File: src/rtl/lru_way_alloc_ctrl_if.sv
// ---------------------------------------------------------------------------
// lru_way_alloc_ctrl_if
// Bundles the request, response and LRU-tracker signals of the 8-way set
// allocation controller.
//   master : controller view (drives req_ready, rsp_*, lru_access_*)
//   slave  : environment view (requester, response sink and LRU tracker)
// Signals:
//   req_valid/req_ready/req_tag/req_inval  lookup or invalidate request
//   rsp_valid/rsp_ready/rsp_hit/rsp_way/rsp_evict/rsp_evict_tag  response
//   lru_access_valid/lru_access_way        access pulse to the LRU tracker
//   lru_evict_way                          tracker's least-recently-used way
// ---------------------------------------------------------------------------
interface lru_way_alloc_ctrl_if #(
  parameter int TAG_W = 12
);
  logic             req_valid;
  logic             req_ready;
  logic [TAG_W-1:0] req_tag;
  logic             req_inval;
  logic             rsp_valid;
  logic             rsp_ready;
  logic             rsp_hit;
  logic [2:0]       rsp_way;
  logic             rsp_evict;
  logic [TAG_W-1:0] rsp_evict_tag;
  logic             lru_access_valid;
  logic [2:0]       lru_access_way;
  logic [2:0]       lru_evict_way;

  modport master (
    input  req_valid, req_tag, req_inval, rsp_ready, lru_evict_way,
    output req_ready, rsp_valid, rsp_hit, rsp_way, rsp_evict, rsp_evict_tag,
           lru_access_valid, lru_access_way
  );

  modport slave (
    output req_valid, req_tag, req_inval, rsp_ready, lru_evict_way,
    input  req_ready, rsp_valid, rsp_hit, rsp_way, rsp_evict, rsp_evict_tag,
           lru_access_valid, lru_access_way
  );
endinterface

File: src/rtl/lru_way_alloc_ctrl.sv
// ---------------------------------------------------------------------------
// lru_way_alloc_ctrl
// Tag lookup and way allocation for a single 8-way set. Requests are looked
// up against 8 valid/tag entries; read hits and fills each send one access
// pulse to the external LRU tracker, invalidates clear the matching line,
// and fills into a full set take the tracker's evict way as the victim.
// Ports:
//   clk    : clock, all state changes on the rising edge
//   rst_n  : asynchronous active-low reset, drops any transaction in flight
//   bus    : lru_way_alloc_ctrl_if.master (request, response, LRU tracker)
// ---------------------------------------------------------------------------
module lru_way_alloc_ctrl #(
  parameter int TAG_W = 12
) (
  input  logic                 clk,
  input  logic                 rst_n,
  lru_way_alloc_ctrl_if.master bus
);

  typedef enum logic [1:0] {
    S_IDLE,
    S_LOOKUP,
    S_ALLOC,
    S_RESP
  } state_t;

  state_t                 r_state;
  state_t                 w_nextState;
  logic [7:0]             r_valid;
  logic [7:0][TAG_W-1:0]  r_tag;
  logic [TAG_W-1:0]       r_capTag;
  logic                   r_capInval;
  logic [2:0]             r_victim;
  logic                   r_rspHit;
  logic [2:0]             r_rspWay;
  logic                   r_rspEvict;
  logic [TAG_W-1:0]       r_rspEvictTag;

  logic [7:0]             w_match;
  logic                   w_hit;
  logic [2:0]             w_hitWay;
  logic                   w_full;
  logic [2:0]             w_freeWay;
  logic                   w_lruValid;
  logic [2:0]             w_lruWay;

  // Tag compare and the two lowest-index priority encoders (hit way and
  // first free way); scanning downward lets the lowest index win.
  always_comb begin
    w_match   = '0;
    w_hitWay  = '0;
    w_freeWay = '0;
    for (int i = 0; i < 8; i++) begin
      w_match[i] = r_valid[i] && (r_tag[i] == r_capTag);
    end
    for (int i = 7; i >= 0; i--) begin
      if (w_match[i]) w_hitWay = 3'(i);
      if (!r_valid[i]) w_freeWay = 3'(i);
    end
  end

  assign w_hit  = |w_match;
  assign w_full = &r_valid;

  // State register.
  always_ff @(posedge clk or negedge rst_n) begin
    if (!rst_n) r_state <= S_IDLE;
    else        r_state <= w_nextState;
  end

  // Next-state decode plus the LRU access pulse, which is combinational so
  // that an asynchronous reset in LOOKUP/ALLOC suppresses it immediately.
  always_comb begin
    w_nextState = r_state;
    w_lruValid  = 1'b0;
    w_lruWay    = '0;
    case (r_state)
      S_IDLE: begin
        if (bus.req_valid) w_nextState = S_LOOKUP;
      end
      S_LOOKUP: begin
        if (w_hit && !r_capInval) begin
          w_lruValid = 1'b1;
          w_lruWay   = w_hitWay;
        end
        if (!w_hit && !r_capInval) w_nextState = S_ALLOC;
        else                       w_nextState = S_RESP;
      end
      S_ALLOC: begin
        w_lruValid  = 1'b1;
        w_lruWay    = r_victim;
        w_nextState = S_RESP;
      end
      S_RESP: begin
        if (bus.rsp_ready) w_nextState = S_IDLE;
      end
      default: w_nextState = S_IDLE;
    endcase
  end

  // Valid bits, captured request and response fields. The evict way is only
  // read in LOOKUP and held in r_victim, so the tracker may move on during
  // ALLOC without disturbing the fill.
  always_ff @(posedge clk or negedge rst_n) begin
    if (!rst_n) begin
      r_valid       <= '0;
      r_capTag      <= '0;
      r_capInval    <= 1'b0;
      r_victim      <= '0;
      r_rspHit      <= 1'b0;
      r_rspWay      <= '0;
      r_rspEvict    <= 1'b0;
      r_rspEvictTag <= '0;
    end else begin
      case (r_state)
        S_IDLE: begin
          if (bus.req_valid) begin
            r_capTag   <= bus.req_tag;
            r_capInval <= bus.req_inval;
          end
        end
        S_LOOKUP: begin
          r_rspEvict    <= 1'b0;
          r_rspEvictTag <= '0;
          if (w_hit) begin
            r_rspHit <= 1'b1;
            r_rspWay <= w_hitWay;
            if (r_capInval) r_valid[w_hitWay] <= 1'b0;
          end else if (r_capInval) begin
            r_rspHit <= 1'b0;
            r_rspWay <= '0;
          end else if (!w_full) begin
            r_rspHit <= 1'b0;
            r_victim <= w_freeWay;
          end else begin
            r_rspHit      <= 1'b0;
            r_victim      <= bus.lru_evict_way;
            r_rspEvict    <= 1'b1;
            r_rspEvictTag <= r_tag[bus.lru_evict_way];
          end
        end
        S_ALLOC: begin
          r_valid[r_victim] <= 1'b1;
          r_rspHit          <= 1'b0;
          r_rspWay          <= r_victim;
        end
        S_RESP: begin
          if (bus.rsp_ready) begin
            r_rspEvict    <= 1'b0;
            r_rspEvictTag <= '0;
          end
        end
        default: ;
      endcase
    end
  end

  // Tag array has no reset; entries are meaningless until their valid bit
  // is set by a fill.
  always_ff @(posedge clk) begin
    if (r_state == S_ALLOC) r_tag[r_victim] <= r_capTag;
  end

  assign bus.req_ready        = (r_state == S_IDLE);
  assign bus.rsp_valid        = (r_state == S_RESP);
  assign bus.rsp_hit          = r_rspHit;
  assign bus.rsp_way          = r_rspWay;
  assign bus.rsp_evict        = r_rspEvict;
  assign bus.rsp_evict_tag    = r_rspEvictTag;
  assign bus.lru_access_valid = w_lruValid;
  assign bus.lru_access_way   = w_lruWay;

endmodule

File: src/flat_wrapper.sv
// flat-port wrapper written by rule: the top's interface ports become plain ports
module lru_way_alloc_ctrl_flat 
#(
  parameter int TAG_W = 12
)
  (clk, rst_n, bus_req_valid, bus_req_tag, bus_req_inval, bus_rsp_ready, bus_lru_evict_way, bus_req_ready, bus_rsp_valid, bus_rsp_hit, bus_rsp_way, bus_rsp_evict, bus_rsp_evict_tag, bus_lru_access_valid, bus_lru_access_way);
  lru_way_alloc_ctrl_if #(.TAG_W(TAG_W)) bus_i ();
  input  logic clk;
  input  logic rst_n;
  input wire logic [$bits(bus_i.req_valid)-1:0] bus_req_valid;
  input wire logic [$bits(bus_i.req_tag)-1:0] bus_req_tag;
  input wire logic [$bits(bus_i.req_inval)-1:0] bus_req_inval;
  input wire logic [$bits(bus_i.rsp_ready)-1:0] bus_rsp_ready;
  input wire logic [$bits(bus_i.lru_evict_way)-1:0] bus_lru_evict_way;
  output wire logic [$bits(bus_i.req_ready)-1:0] bus_req_ready;
  output wire logic [$bits(bus_i.rsp_valid)-1:0] bus_rsp_valid;
  output wire logic [$bits(bus_i.rsp_hit)-1:0] bus_rsp_hit;
  output wire logic [$bits(bus_i.rsp_way)-1:0] bus_rsp_way;
  output wire logic [$bits(bus_i.rsp_evict)-1:0] bus_rsp_evict;
  output wire logic [$bits(bus_i.rsp_evict_tag)-1:0] bus_rsp_evict_tag;
  output wire logic [$bits(bus_i.lru_access_valid)-1:0] bus_lru_access_valid;
  output wire logic [$bits(bus_i.lru_access_way)-1:0] bus_lru_access_way;
  assign bus_i.req_valid = bus_req_valid;
  assign bus_i.req_tag = bus_req_tag;
  assign bus_i.req_inval = bus_req_inval;
  assign bus_i.rsp_ready = bus_rsp_ready;
  assign bus_i.lru_evict_way = bus_lru_evict_way;
  assign bus_req_ready = bus_i.req_ready;
  assign bus_rsp_valid = bus_i.rsp_valid;
  assign bus_rsp_hit = bus_i.rsp_hit;
  assign bus_rsp_way = bus_i.rsp_way;
  assign bus_rsp_evict = bus_i.rsp_evict;
  assign bus_rsp_evict_tag = bus_i.rsp_evict_tag;
  assign bus_lru_access_valid = bus_i.lru_access_valid;
  assign bus_lru_access_way = bus_i.lru_access_way;
  lru_way_alloc_ctrl #(.TAG_W(TAG_W)) u_core (.clk(clk), .rst_n(rst_n), .bus(bus_i));
endmodule
File: config.mk
export PLATFORM = sky130hd
export DESIGN_NAME = lru_way_alloc_ctrl_flat
export DESIGN_NICKNAME = d
export VERILOG_FILES = /design/src/rtl/lru_way_alloc_ctrl_if.sv /design/src/rtl/lru_way_alloc_ctrl.sv /design/src/flat_wrapper.sv
export SDC_FILE = /design/constraint.sdc
export NUM_CORES = 1
export LEC_CHECK = 0
export ABC_CLOCK_PERIOD_IN_PS = 3450
export CAP_MARGIN = 25
export CORE_MARGIN = 4
export CORE_UTILIZATION = 60
export DETAILED_ROUTE_END_ITERATION = 8
export PLACE_DENSITY = 0.8
export SYNTH_ARGS = -nofsm -noshare
export SYNTH_HDL_FRONTEND = slang
export SYNTH_SLANG_ARGS = --single-unit
File: constraint.sdc
create_clock -name clk -period 3.45 [get_ports clk]
set_input_delay 0.69 -clock clk [delete_from_list [all_inputs] [get_ports clk]]
set_output_delay 0.69 -clock clk [all_outputs]
set_load 0.02 [all_outputs]
# [After elaboration in Yosys (flattened, before gate mapping)]
# Index checks and enable logic that the tools add are counted.
[word_totals] ff_bits=139 output_inout_bits=23 in_bits=20 wordCells=120
[classes] order_cmp=5 n_mux=52 n_eq_ne=16 bitwise=5 reduce_logical=25
[ops] cell="bitwise mux 96 bit" n=1
[ops] cell="equality test 12 bit" n=8
[ops] cell="two-way mux 12 bit" n=6
[ops] cell="two-way mux 3 bit" n=20
[ops] cell="binary-select mux 12 bit (select 3 bit)" n=1
[ops] cell="demux 12 bit (select 3 bit)" n=1
[ops] cell="case mux 12 bit (2 select lines)" n=1
[ops] cell="two-way mux 8 bit" n=2
[ops] cell="case mux 8 bit (2 select lines)" n=1
[ops] cell="logical AND 1 bit" n=12
[ops] cell="< comparator 3 x 4 -> 1 bit, second input constant" n=3
[ops] cell="case mux 3 bit (2 select lines)" n=2
[ops] cell="two-way mux 1 bit" n=9
[ops] cell="bitwise AND 8 bit" n=1
[ops] cell="inverter 8 bit" n=1
[ops] cell="bitwise OR 8 bit" n=1
[ops] cell="case mux 2 bit (4 select lines)" n=1
[ops] cell="AND reduction 2 bit" n=4
[ops] cell="AND reduction 8 bit" n=1
[ops] cell="OR reduction 8 bit" n=1
[ops] cell="demux 1 bit (select 3 bit)" n=2
[ops] cell="greater-or-equal comparator 3 x 1 -> 1 bit, second input constant" n=2
[ops] cell="case mux 1 bit (2 select lines)" n=3
[ops] cell="AND reduction 3 bit" n=2
[ops] cell="10 further kinds" n=17

# [Logic depth before layout (Yosys ltp)]
[logic_depth] ltp_word=19 ltp_mapped=9 mapped_depth_nobuf=7

# [Worst setup path before layout]
# No wires, ideal clock.
[synth_timing] path_type="register to output" from="register u_core.r_capTag[6]" to="output bus_lru_access_way[0]" slack_ps=308 n_path_buf=1 t_required_ps=2760 path_stages_with_launch=9 arrival_ps=2452 cell_sequence="dfrtp_1 > buf_6 > xnor2_1 > nand4_1 > nor4_2 > a21oi_1 > o311ai_4 > nand3_1 > a21boi_0"
[synth_between] elab_chain_len=12 word_cells_on_any_way=28 cone_classes="eq/ne (8); mux (10); reduce/logical (10)"
[synth_lines] item="start: declaration" line_no="lru_way_alloc_ctrl.sv:31" rtl="logic [TAG_W-1:0] r_capTag;"
[synth_lines] item="start signal: assignment" line_no="lru_way_alloc_ctrl.sv:118" rtl="r_capTag <= bus.req_tag;"
[synth_lines] item="equality test 12 bit" line_no="lru_way_alloc_ctrl.sv:54" rtl="w_match[i] = r_valid[i] && (r_tag[i] == r_capTag);"
[synth_lines] item="logical AND 1 bit" line_no="lru_way_alloc_ctrl.sv:54"
[synth_lines] item="two-way mux 3 bit (8 in series)" line_no="lru_way_alloc_ctrl.sv:57" rtl="if (w_match[i]) w_hitWay = 3'(i);"
[synth_lines] item="two-way mux 3 bit *" line_no="lru_way_alloc_ctrl.sv:82" rtl="if (w_hit && !r_capInval) begin"
[synth_lines] item="case mux 3 bit (2 select lines) *" line_no="lru_way_alloc_ctrl.sv:77" rtl="case (r_state)"
[synth_lines] item="end: declaration" line_no="flat_wrapper.sv:22" rtl="output wire logic [$bits(bus_i.lru_access_way)-1:0] bus_lru_access_way;"
# Mark *: on every way between the ends. The rest lies on a longest branch, timed or not.

# [Worst setup path in the final report]
[layout_timing] from="register u_core.r_capTag[9]" to="output bus_lru_access_way[1]"
# Same word-level chain as after synthesis.

==> metrics.md <==
| Metric | Value |
|---|---|
| Layout cells sized above 1 | `33.0%` |
| Flop pwr share | `a little over a third` |
| Minimum clock period | `between 3 and 4 ns` |
| Post-synth EDFFs | `96` |
| Switching Share | `between 30% and 40%` |
| Final Power | `~7.3 mW` |
| Final Non-Filler Cells | `roughly 770` |
| Worst-path clk slew | `about 0.060 ns` |
| Ports | `43` |
| Num CTS Buffers | `17` |
| Psw | `about 2.5 mW` |
| Maximum buffer depth of the clock tree | `2` |
| Tot GR Track Use | `between 20% and 30%` |
| Die ar. | `0.0136 mm^2` |
| Synth Flop Type | `edfxtp_1` |
| Synth top area share | `between 40 and 50%` |
| CP Capture Type | `output port` |
| Worst Hold Margin | `between 0.3 and 0.4 ns` |
| Clock skew | `slightly below 0.01 ns` |
| Area Growth Syn to Fin | `26.3%` |
| Vias per inst | `6.31` |
| Worst Tran Pin Value | `1.03 ns` |
| Max-slew headroom | `a little under a third` |
| Max rail drop VDD | `approximately 0.62 mV` |
| Routed wire per std cell | `~24 um` |
| Die Span Y | `117 um` |
| First-pass GRT wire length | `~27,000 um` |
| Synth area leaders | `edfxtp_1, dfrtp_1, xnor2_1` |
| Initial antenna violation count | `0` |
| Placed cells | `between 700 and 800` |
| Core Footprint | `0.0115 mm^2` |
| Post-Syn Instances | `roughly 510` |
| Antenna viol nets, final | `0` |
| #FFs+latches synth | `between 100 and 150` |
| P per Cell Area | `~810 mW/mm^2` |
| DRC violations left | `0` |
| GP Congestion | `0.988` |
| Status | `finished clean` |
| Vias | `approximately 4.8k` |
| Slew Limit Fails | `0` |
| Number of global-route vias before repair | `about 4.7k` |
| Logic pwr share | `between 30% and 40%` |
| Required @ worst endpoint | `about 2.8 ns` |
| Total wire length | `approximately 19,000 um` |
| Setup WS post-layout | `0.0294 ns` |
| Highest clock rate | `292 MHz` |
| Most used routing layer | `met2` |
| Final hold viol count | `0` |
| RSZ-0062 raised after global routing | `true` |
| CTS root buffer | `clkbuf_16` |
| Register area share after synthesis | `between 50% and 60%` |
| Tcrit/Tclk final | `between 90 and 100%` |
| Total Neg Setup Slack | `0 ns` |
| Maximum number of pins on one net before global-route repair | `28` |
| M2 GR Usage | `approximately 45%` |
| Clock power share | `~26%` |
| Synth top cells by count | `edfxtp_1, xnor2_1, dfrtp_1` |
| CP max FO | `3` |
| Place WS | `-0.115 ns` |
| N_diodes | `0` |
| Pleak | `around 3.3 nW` |
| CTS H-Tree Depth | `4` |
| DPL Wire Length | `about 13,000 um` |
| Kind of critical path | `reg -> out` |
| Worst EP arrival | `2.73 ns` |
| Clk sinks | `139` |
| Port buffer count | `between 40 and 50` |
| Final setup fails | `0` |
| Max-Cap Viols | `0` |
| Met3 Usage GRT | `6.89%` |
| Ys async rst share | `roughly 31%` |
| Setup crit start kind | `flip-flop` |
| Cell Area, Synth | `~0.007 mm^2` |
| Avg Cell Area, Syn | `about 14 um^2` |
| 1st-iter DRT viols | `488` |
| Grt met1 use | `38.7%` |
| Die Width | `approximately 120 um` |
| Clk Latency, worst-skew pair | `approximately 0.43 ns` |
| Post-Syn Nets | `around 540` |
| DRT Pass-1 Iters | `5` |
| Warnings, synthesis | `0` |
| Netlist cell types | `48` |
| Initial core utilization | `about 62%` |
| Final nets | `approximately 640` |
| Filler cells | `around 640` |
| Int Power | `~4.8 mW` |
| Rows | `39` |
| CTS tree | `yes` |
| Grt total ovfl | `0` |
| Hold Crit Class | `in -> async` |
| Area leader, netlist | `edfxtp_1` |
## layout by cell type, fill, tap and decap left out, drive strengths merged, types with 20 or more instances in the layout
cell           instances
edfxtp                96
nand2                 35
dfrtp                 43
mux4                  24
clkdlybuf4s50         36
o21ai                 21
buf                   72
clkbuf                21
nor2                  20
xnor2                 96
## logic make-up (layout without fill, tap and decap cells)
group,count (synthesis),after routing,synth area share (%)
xor+xnor,96,96,11.9
compound gates,57,57,5.88
flops,139,139,56.0
simple gates,122,122,9.54
mux,56,56,12.5
fa+ha+maj,4,4,0.708
buf+inv,38,150,3.47
## through the flow
stage | cell area, um^2 | utilization [%]
floorplan | 7070 | -
global placement | 7870 | 68.6
detailed placement | 7870 | 68.6
CTS | 8680 | 75.7
global route | 8930 | 77.9
finish | 8930 | 77.9
## power by group through the flow
stage	clock network, mW	logic, mW	registers (mW)
after global placement	0	2.36	2.51
final	1.86	2.82	2.58
after CTS	1.87	2.59	2.53
after floorplan	0	1.67	2.49
after detailed placement	0	2.42	2.54
after global routing	1.96	2.99	2.61
## state kept, by name (all words and copies together) (netlist names)
signal and flops:
u_core.r_state 2, u_core.r_tag 96, u_core.r_valid 8, u_core.r_capTag 12, u_core.r_victim 3, u_core.bus.rsp_evict_tag 12, u_core.r_capInval 1, u_core.bus.rsp_way 3
u_core.bus.rsp_hit 1, u_core.bus.rsp_evict 1
## worst max-delay path, stage by stage, from the launching register on
cell,delay [ns]
dfrtp_1,0.43
xnor2_1,0.27
nand4_1,0.20
or4_4,0.58
a211oi_4,0.26
o21a_1,0.19
nand3_1,0.09
a21boi_1,0.14
buf_4,0.16
## layer usage
layer / share of wire [%] / routed length, um / vias to the layer above
met5: 0 / 0 / -
met4: 3.1 / 580 / 0
met3: 9.3 / 1740 / 57
met2: 48 / 9010 / 293
met1: 39 / 7370 / 2390
li1: - / - / 2102
## area by class of cell
type | count | area (um^2) | share of cell area, %
inverter | 9 | 33.8 | 0.378
clock inverter | 12 | 135 | 1.51
tap | 143 | 179 | 2.00
multi-input combinational | 335 | 3160 | 35.4
sequential | 139 | 3970 | 44.4
timing repair buffer | 109 | 976 | 10.9
clock buffer | 20 | 478 | 5.35
## worst paths after layout
kind	startpoint	to	slack (ns)	cells after the start
min in group clk	u_core.bus.rsp_evict_tag[3]$_DFFE_PN0P_	u_core.bus.rsp_evict_tag[3]$_DFFE_PN0P_	0.47	2
max reg2reg	u_core.r_capTag[4]$_DFFE_PN0P_	u_core.bus.rsp_evict_tag[2]$_DFFE_PN0P_	0.61	10
max in group asynchronous	rst_n	u_core.r_capTag[2]$_DFFE_PN0P_	2.33	2
max	u_core.r_capTag[9]$_DFFE_PN0P_	bus_lru_access_way[1]	0.03	8
min reg2reg	u_core.bus.rsp_evict_tag[3]$_DFFE_PN0P_	u_core.bus.rsp_evict_tag[3]$_DFFE_PN0P_	0.47	2
min	rst_n	u_core.r_capTag[7]$_DFFE_PN0P_	0.32	1
## repair_timing
| action | CTS | global route |
|---|---|---|
| gates cloned | 0 | 1 |
| resized for setup | 46 | 33 |
| hold buffers | 0 | 0 |
| setup buffers | 7 | 6 |
| pin swaps | 9 | 17 |
| setup endpoints to repair | 4 | 4 |
No activity file was read; power rests on OpenSTA's default activity.
